<file path="src/rtl/run_completion_monitor.sv">
// ============================================================================
//  run_completion_monitor
//  Watches the core PC for program end or halt, then checks register values.
//  Rev 1.0
// ============================================================================
`default_nettype none

module run_completion_monitor #(
  parameter int XLEN         = 32,
  parameter int N_CHECKS     = 4,
  parameter int TIMEOUT_W    = 16,
  parameter int STALL_DETECT = 1,
  parameter int STALL_CYCLES = 4,
  localparam int FI_W        = (N_CHECKS > 1) ? $clog2(N_CHECKS) : 1
) (
  input  logic                     clk,
  input  logic                     reset,
  input  logic                     start,
  input  logic [XLEN-1:0]          fin_addr,
  input  logic [TIMEOUT_W-1:0]     timeout_limit,
  input  logic [XLEN-1:0]          pc,
  input  logic [N_CHECKS-1:0]      chk_en,
  input  logic [5*N_CHECKS-1:0]    chk_raddr,
  input  logic [XLEN*N_CHECKS-1:0] chk_exp,
  output logic [4:0]               rf_addr,
  input  logic [XLEN-1:0]          rf_data,
  output logic                     busy,
  output logic                     done,
  output logic                     pass,
  output logic                     timed_out,
  output logic                     halted_by_stall,
  output logic [FI_W-1:0]          fail_idx,
  output logic [XLEN-1:0]          fail_got,
  output logic [TIMEOUT_W-1:0]     cycles
);

  localparam int             SC_W       = $clog2(STALL_CYCLES + 1);
  localparam logic [SC_W-1:0] STALL_LAST = SC_W'(STALL_CYCLES - 1);
  localparam logic [FI_W-1:0] LAST_IDX   = FI_W'(N_CHECKS - 1);

  typedef enum logic [1:0] {
    S_IDLE  = 2'd0,
    S_RUN   = 2'd1,
    S_CHECK = 2'd2,
    S_DONE  = 2'd3
  } state_t;

  state_t               state, state_nxt;
  logic [XLEN-1:0]      prev_pc, prev_pc_nxt;
  logic                 first_run, first_run_nxt;
  logic [SC_W-1:0]      stall_cnt, stall_nxt;
  logic [FI_W-1:0]      idx, idx_nxt;
  logic [TIMEOUT_W-1:0] cycles_nxt, cyc_inc;
  logic                 pass_nxt, timed_out_nxt, halted_nxt;
  logic [FI_W-1:0]      fail_idx_nxt;
  logic [XLEN-1:0]      fail_got_nxt;

  logic [4:0]      raddr_arr [N_CHECKS];
  logic [XLEN-1:0] exp_arr   [N_CHECKS];

  genvar gi;
  generate
    for (gi = 0; gi < N_CHECKS; gi++) begin : g_unpack
      assign raddr_arr[gi] = chk_raddr[5*gi +: 5];
      assign exp_arr[gi]   = chk_exp[XLEN*gi +: XLEN];
    end
  endgenerate

  logic            end_hit, pc_same, stall_hit, to_hit, cur_en, mismatch;
  logic [4:0]      cur_raddr;
  logic [XLEN-1:0] cur_exp;

  assign cur_raddr = raddr_arr[idx];
  assign cur_exp   = exp_arr[idx];
  assign cur_en    = chk_en[idx];
  assign mismatch  = cur_en && (rf_data != cur_exp);

  assign rf_addr = (state == S_CHECK) ? cur_raddr : 5'd0;
  assign busy    = (state == S_RUN) || (state == S_CHECK);
  assign done    = (state == S_DONE);

  assign cyc_inc   = (&cycles) ? cycles : cycles + 1'b1;
  assign end_hit   = (pc == fin_addr);
  // The first RUN cycle has no valid previous sample to compare against.
  assign pc_same   = !first_run && (pc == prev_pc);
  assign stall_hit = (STALL_DETECT != 0) && pc_same && (stall_cnt == STALL_LAST);
  assign to_hit    = (timeout_limit != '0) && (cyc_inc == timeout_limit);

  always_comb begin
    state_nxt     = state;
    prev_pc_nxt   = prev_pc;
    first_run_nxt = first_run;
    stall_nxt     = stall_cnt;
    idx_nxt       = idx;
    cycles_nxt    = cycles;
    pass_nxt      = pass;
    timed_out_nxt = timed_out;
    halted_nxt    = halted_by_stall;
    fail_idx_nxt  = fail_idx;
    fail_got_nxt  = fail_got;

    case (state)
      S_IDLE, S_DONE: begin
        if (start) begin
          state_nxt     = S_RUN;
          first_run_nxt = 1'b1;
          stall_nxt     = '0;
          idx_nxt       = '0;
          cycles_nxt    = '0;
          pass_nxt      = 1'b0;
          timed_out_nxt = 1'b0;
          halted_nxt    = 1'b0;
          fail_idx_nxt  = '0;
          fail_got_nxt  = '0;
        end
      end
      S_RUN: begin
        cycles_nxt    = cyc_inc;
        prev_pc_nxt   = pc;
        first_run_nxt = 1'b0;
        if (!pc_same)
          stall_nxt = '0;
        else if (stall_cnt != STALL_LAST)
          stall_nxt = stall_cnt + 1'b1;

        // End-address and stall exits take precedence over the timeout.
        if (end_hit) begin
          state_nxt = S_CHECK;
          idx_nxt   = '0;
        end else if (stall_hit) begin
          state_nxt  = S_CHECK;
          idx_nxt    = '0;
          halted_nxt = 1'b1;
        end else if (to_hit) begin
          state_nxt     = S_DONE;
          timed_out_nxt = 1'b1;
          pass_nxt      = 1'b0;
        end
      end
      S_CHECK: begin
        if (mismatch) begin
          state_nxt    = S_DONE;
          pass_nxt     = 1'b0;
          fail_idx_nxt = idx;
          fail_got_nxt = rf_data;
        end else if (idx == LAST_IDX) begin
          state_nxt = S_DONE;
          pass_nxt  = 1'b1;
        end else begin
          idx_nxt = idx + 1'b1;
        end
      end
      default: state_nxt = S_IDLE;
    endcase
  end

  always_ff @(posedge clk or posedge reset) begin
    if (reset) begin
      state           <= S_IDLE;
      prev_pc         <= '0;
      first_run       <= 1'b0;
      stall_cnt       <= '0;
      idx             <= '0;
      cycles          <= '0;
      pass            <= 1'b0;
      timed_out       <= 1'b0;
      halted_by_stall <= 1'b0;
      fail_idx        <= '0;
      fail_got        <= '0;
    end else begin
      state           <= state_nxt;
      prev_pc         <= prev_pc_nxt;
      first_run       <= first_run_nxt;
      stall_cnt       <= stall_nxt;
      idx             <= idx_nxt;
      cycles          <= cycles_nxt;
      pass            <= pass_nxt;
      timed_out       <= timed_out_nxt;
      halted_by_stall <= halted_nxt;
      fail_idx        <= fail_idx_nxt;
      fail_got        <= fail_got_nxt;
    end
  end

endmodule

`default_nettype wire
</file>
<file path="config.mk">
export PLATFORM = sky130hd
export DESIGN_NAME = run_completion_monitor
export DESIGN_NICKNAME = d
export VERILOG_FILES = /design/src/rtl/run_completion_monitor.sv
export SDC_FILE = /design/constraint.sdc
export NUM_CORES = 1
export LEC_CHECK = 0
export ABC_AREA = 1
export CAP_MARGIN = 0
export CORE_ASPECT_RATIO = 0.9
export CORE_MARGIN = 3
export CORE_UTILIZATION = 47
export CTS_CLUSTER_DIAMETER = 200
export DETAILED_ROUTE_END_ITERATION = 10
export PLACE_DENSITY = 0.86
export SYNTH_ARGS = -nofsm -noshare
export SYNTH_HDL_FRONTEND = slang
export SYNTH_SLANG_ARGS = --single-unit
</file>
<file path="constraint.sdc">
create_clock -name clk -period 6.7 [get_ports clk]
set_input_delay 1.34 -clock clk [delete_from_list [all_inputs] [get_ports clk]]
set_output_delay 1.34 -clock clk [all_outputs]
set_load 0.03 [all_outputs]
</file>
### Word level (Yosys, flattened, before mapping)

Cells that the tools add are included.

| operators by class | value |
|---|---|
| multiplexer cells | 50 |
| reduce and logical (&&, ||, !) cells | 20 |
| multiply operators | 0 |
| eq/ne operators | 22 |
| shift-type cells | 0 |
| bitwise logic cells | 1 |
| $add $sub $neg | 3 |
| divide/modulo/power cells | 0 |
| magnitude comparators | 2 |

Operator list:

| kind | count |
|---|---|
| 32-bit two-way mux | 4 |
| 32-bit binary-select mux with 2-bit select | 1 |
| 32-bit == test | 2 |
| 32-bit case mux with 2 select lines | 1 |
| 16-bit two-way mux | 2 |
| 32-bit != test | 1 |
| 16-bit case mux with 2 select lines | 1 |
| 2-bit two-way mux | 12 |
| 16-bit by 1-bit adder with 16-bit output (second input constant) | 1 |
| 16-bit == test | 1 |
| 2-bit != test (second input constant) | 8 |
| 16-bit AND reduction | 1 |
| 16-bit nonzero test | 1 |
| 5-bit two-way mux | 3 |
| 1-bit two-way mux | 13 |
| 2-bit case mux with 3 select lines | 2 |
| 5-bit binary-select mux with 2-bit select | 1 |
| 5-bit AND reduction | 2 |
| 3-bit two-way mux | 3 |
| 3-bit by 2-bit != test with 1-bit output (second input constant) | 3 |
| 3-bit AND reduction | 3 |
| 4-bit AND reduction | 2 |
| 2-bit == test (second input constant) | 3 |
| 1-bit case mux with 2 select lines | 3 |
| 20 further kinds | 24 |

| word-level totals | value |
|---|---|
| word-level logic and storage cells | 109 |
| memories kept | 0 |
| register bits | 93 |
| bits in read-only memories | 0 |
| bits in writable memories | 0 |
| input bits | 267 |
| output and inout port bits | 60 |
| bits in latches | 0 |

### Depth between registers and ports, before layout

| depth | value |
|---|---|
| word-level depth | 8 |
| mapped depth | 20 |
| mapped depth without buffers | 18 |

### Worst setup path after synthesis

OpenSTA, ideal clock, no wires.

| timing | value |
|---|---|
| path kind | input to output |
| from | input chk_raddr[1] |
| to | output rf_addr[1] |
| slack | 3327 ps |
| path buffers | 0 |
| data required time | 5360 ps |
| arrival | 2033 ps |
| stages | 4 |
| path through | nor2_1 -> nor2_1 -> o21ai_0 -> a21oi_1 |

| on the way | value |
|---|---|
| word-level cells in the longest chain between the ends | 4 |

RTL lines:

| what | line | RTL |
|---|---|---|
| start, declared | 23 | `input logic [5*N_CHECKS-1:0] chk_raddr,` |
| 5-bit binary-select mux with 2-bit select | 73 | `assign cur_raddr = raddr_arr[idx];` |
| 5-bit two-way mux (implied by the code) (2 in a row) | 73 |  |
| 5-bit two-way mux | 78 | `assign rf_addr = (state == S_CHECK) ? cur_raddr : 5'd0;` |
| end, declared | 25 | `output logic [4:0] rf_addr,` |

No other way between the ends. The select of a mux whose other input is x is not followed.

### Worst setup path after layout

| timing | value |
|---|---|
| from | input chk_raddr[10] |
| to | output rf_addr[0] |

The elaborated chain is that of the path after synthesis.

==> summary.md <==
| Metric | Value |
|---|---|
| DPL Wire Length | 22200 µm |
| Rows | 43 |
| First drt pass iteration count | 5 |
| Max cap viols | 0 |
| Final wirelength | about 28000 µm |
| Final Util | 0.716 |
| Met1 GRT Util | 0.378 |
| Area of the die | 17600 µm² |
| H-tree depth | 3 |
| Hold path depth | 2 |
| Worst Path Arrival | 2.93 ns |
| Post-route design area | 11100 µm² |
| Clock sinks | 93 |
| Setup crit end kind | output pin |
| Reg2reg start | idx[1]$_DFFE_PP0P_ |
| Largest net degree at the start of global routing | 80 |
| Hold Violations, Final | 0 |
| Post_cts resized | 0 |
| Total GRT Usage | 0.309 |
| Mean Syn Cell Area | 6.10 µm² |
| Clk slew on worst S/H paths | 0.07 ns |
| Placed Cells | 1720 |
| Starting Density | 0.485 |
| Max clock buf depth | 2 |
| Antenna violations before repair | 3 |
| Outcome | complete, no violations |
| VDD IR-drop max | 269 µV |
| DRC errors left | 0 |
| Synthesized Nets | approximately 1.5k |
| Post-Synthesis Cells | 1236 |
| Syn Std Cell Area | 7540 µm² |
| Wirelength per Cell | 16.0 µm |
| First-pass GRT wire length | 44100 µm |
| Maximum fanout along the worst path | 1 |
| Skew final | 0.00920 ns |
| Setup Fix Bufs, Post-CTS | 0 |
| Met3 Track Usage GR | 0.0482 |
| FF-to-FF setup slack | ~3.1 ns |
| TritonCTS clock tree | built |
| I/O pin total | 327 |
| Crit. Startpoint | chk_raddr[10] |
| Clock latency on the worst-skew pair | 0.35 ns |
| Core area | around 16000 µm² |
| Fin Setup TNS | 0 ns |
| Fraction of registers with async set or reset after synthesis | 1.00 |
| Overflow after GRT | 0 |
| Ys Warns | 0 |
| Worst hold slack | 0.478 ns |
| GRT Max-Usage Layer | met2 |
| Period utilisation layout | 0.638 |
| Vias in the first global route | 8763 |
| Synthesized flop and latch total | 93 |
| P_leak | 5.41 nW |
| Critical path type | primary input to output pin |
| Post-Layout Cell Count | 1739 |
| Crit path capture | rf_addr[0] |
| Area contributors post-synth | dfrtp_1 31%, nand2_1 24%, nand3_1 12% |
| Worst EP required | 5.36 ns |
| Fin. max-slew vios | 0 |
| Slew margin rel. | 0.357 |
| Layout cells sized above 1 | 0.0267 |
| PwrDens | 322 nW/µm² |
| Initial DRC count | between 600 and 700 |
| Post-layout nets | ~1.8k |
| FF-to-FF End | fail_got[18]$_DFFE_PP0P_ |
| CTS Hold Bufs | 0 |
| Area growth syn-to-layout | 47.6% |
| Post-synth EDFFs | 0 |
| Met2 GRT Util | 0.530 |
| Final worst slack | 2.43 ns |
| Gpl congestion | a little over 0.9 |
| R2R depth | 16 |
| Area after DPL | between 10000 and 15000 µm² |
| Pwr Total | 3.58 mW |
| # setup viols final | 0 |
| Setup repair after global routing missed its margin | false |
| Hold Crit Class | flip-flop to flip-flop |
| Maximum clock rate | 234 MHz |
| Die Width | 140 µm |
| Most frequent cells after synthesis | 480 x nand2_1, 182 x nand3_1, 111 x inv_1, 103 x nor2_1, 93 x dfrtp_1 |
| Worst setup SP type | primary input |
| Port buffer count | 326 |
| Register area share after synthesis | 0.309 |
| Via density | 5.28 |
| Clock Root Buffer | clkbuf_16 |
| Post-synth cell types | 32 |
| Primary FF master, synth | dfrtp_1 |
| Post-synth top area cell | dfrtp_1 |
| Setup WS pre-CTS | roughly 2.4 ns |
| Num CTS Buffers | 9 |
| Cell with the most instances after synthesis | nand2_1 |
| Top-area cell type share of the netlist area | 0.309 |
| Vias | 9177 |
| Fin crit period | around 4.3 ns |
| Post-DRT Antenna Nets | 0 |
| Vertical die dimension | around 130 µm |
| Tightest Pin Transition | 0.965 ns |
[how the worst min path moves through the flow]
| stage | from | end | slack [ns] |
|---|---|---|---|
| floorplan | stall_cnt[1]$_DFFE_PP0P_ | stall_cnt[1]$_DFFE_PP0P_ | 0.45 |
| global placement | timed_out$_DFFE_PP0P_ | timed_out$_DFFE_PP0P_ | 0.46 |
| detailed placement | timed_out$_DFFE_PP0P_ | timed_out$_DFFE_PP0P_ | 0.46 |
| CTS | timed_out$_DFFE_PP0P_ | timed_out$_DFFE_PP0P_ | 0.48 |
| global route | pass$_DFFE_PP0P_ | pass$_DFFE_PP0P_ | 0.52 |
| finish | timed_out$_DFFE_PP0P_ | timed_out$_DFFE_PP0P_ | 0.48 |
[report_power, final]
group | switching (mW) | internal [mW] | total (mW) | leakage (nW)
Clock | 0.223 | 0.300 | 0.524 | 0.146
Combinational | 1.37 | 0.761 | 2.13 | 4.05
Sequential | 0.140 | 0.787 | 0.927 | 1.22
Total | 1.74 | 1.85 | 3.58 | 5.41
[final cells by class]
cell class | count | area [µm²]
Timing Repair Buffer | 332 | 3310
Inverter | 119 | 454
Sequential cell | 93 | 2330
Antenna cell | 3 | 7.51
Tap cell | 202 | 253
Multi-Input combinational cell | 974 | 4480
Clock inverter | 5 | 60.1
Fill cell | 1359 | 4410
Clock buffer | 11 | 243
[worst max-delay path, stage by stage]
cell	delay [ns]
clkdlybuf4s50_1	0.47
nor2_1	0.04
nor2_1	0.11
o21ai_0	0.10
a21oi_1	0.16
clkdlybuf4s50_1	0.70
[flip-flops by register name, summed over array words and instances, names as in the netlist]
register and count:
first_run 1, prev_pc 32, state 2, idx 2, fail_got 32, halted_by_stall 1, stall_cnt 3, pass 1
fail_idx 2, cycles 16, timed_out 1
[cell families after synthesis]
logic type / count (synthesis) / synth area share
flip-flops: 93 / 0.309
XOR/XNOR: 46 / 0.0534
AND/OR/NAND/NOR: 809 / 0.450
adder cells (fa/ha/maj): 7 / 0.0116
AO/OA/AOI/OAI: 111 / 0.0763
multiplexers: 1 / 0.00149
buffers and inverters: 169 / 0.0985
[per-layer routing]
layer | wire, µm | part of all wire
met1 | 11000 | 0.40
met2 | 13500 | 0.49
met3 | 1910 | 0.069
met4 | 1380 | 0.050
met5 | 0 | 0
[cells in the final DEF, fill, tap and decap left out, types with 2 or more instances in the layout]
cell type	Yosys	final
o21ai_0	69	69
clkbuf_16	0	9
nand3_1	182	182
nand2_1	480	480
diode_2	0	3
clkdlybuf4s50_1	0	326
or2_2	3	3
inv_1	111	110
nand3b_1	13	13
inv_4	2	3
xnor2_1	13	13
buf_4	2	6
nand4_1	19	19
clkinv_1	2	2
o22ai_1	12	12
nand2_2	3	3
xor2_1	33	33
ha_1	7	6
clkinv_4	0	2
o21ai_1	17	16
nor2_1	103	103
a21oi_1	11	10
inv_2	4	4
dfrtp_1	93	92
nor4_1	2	2
Note: power is estimated with default switching activity, not from simulation.
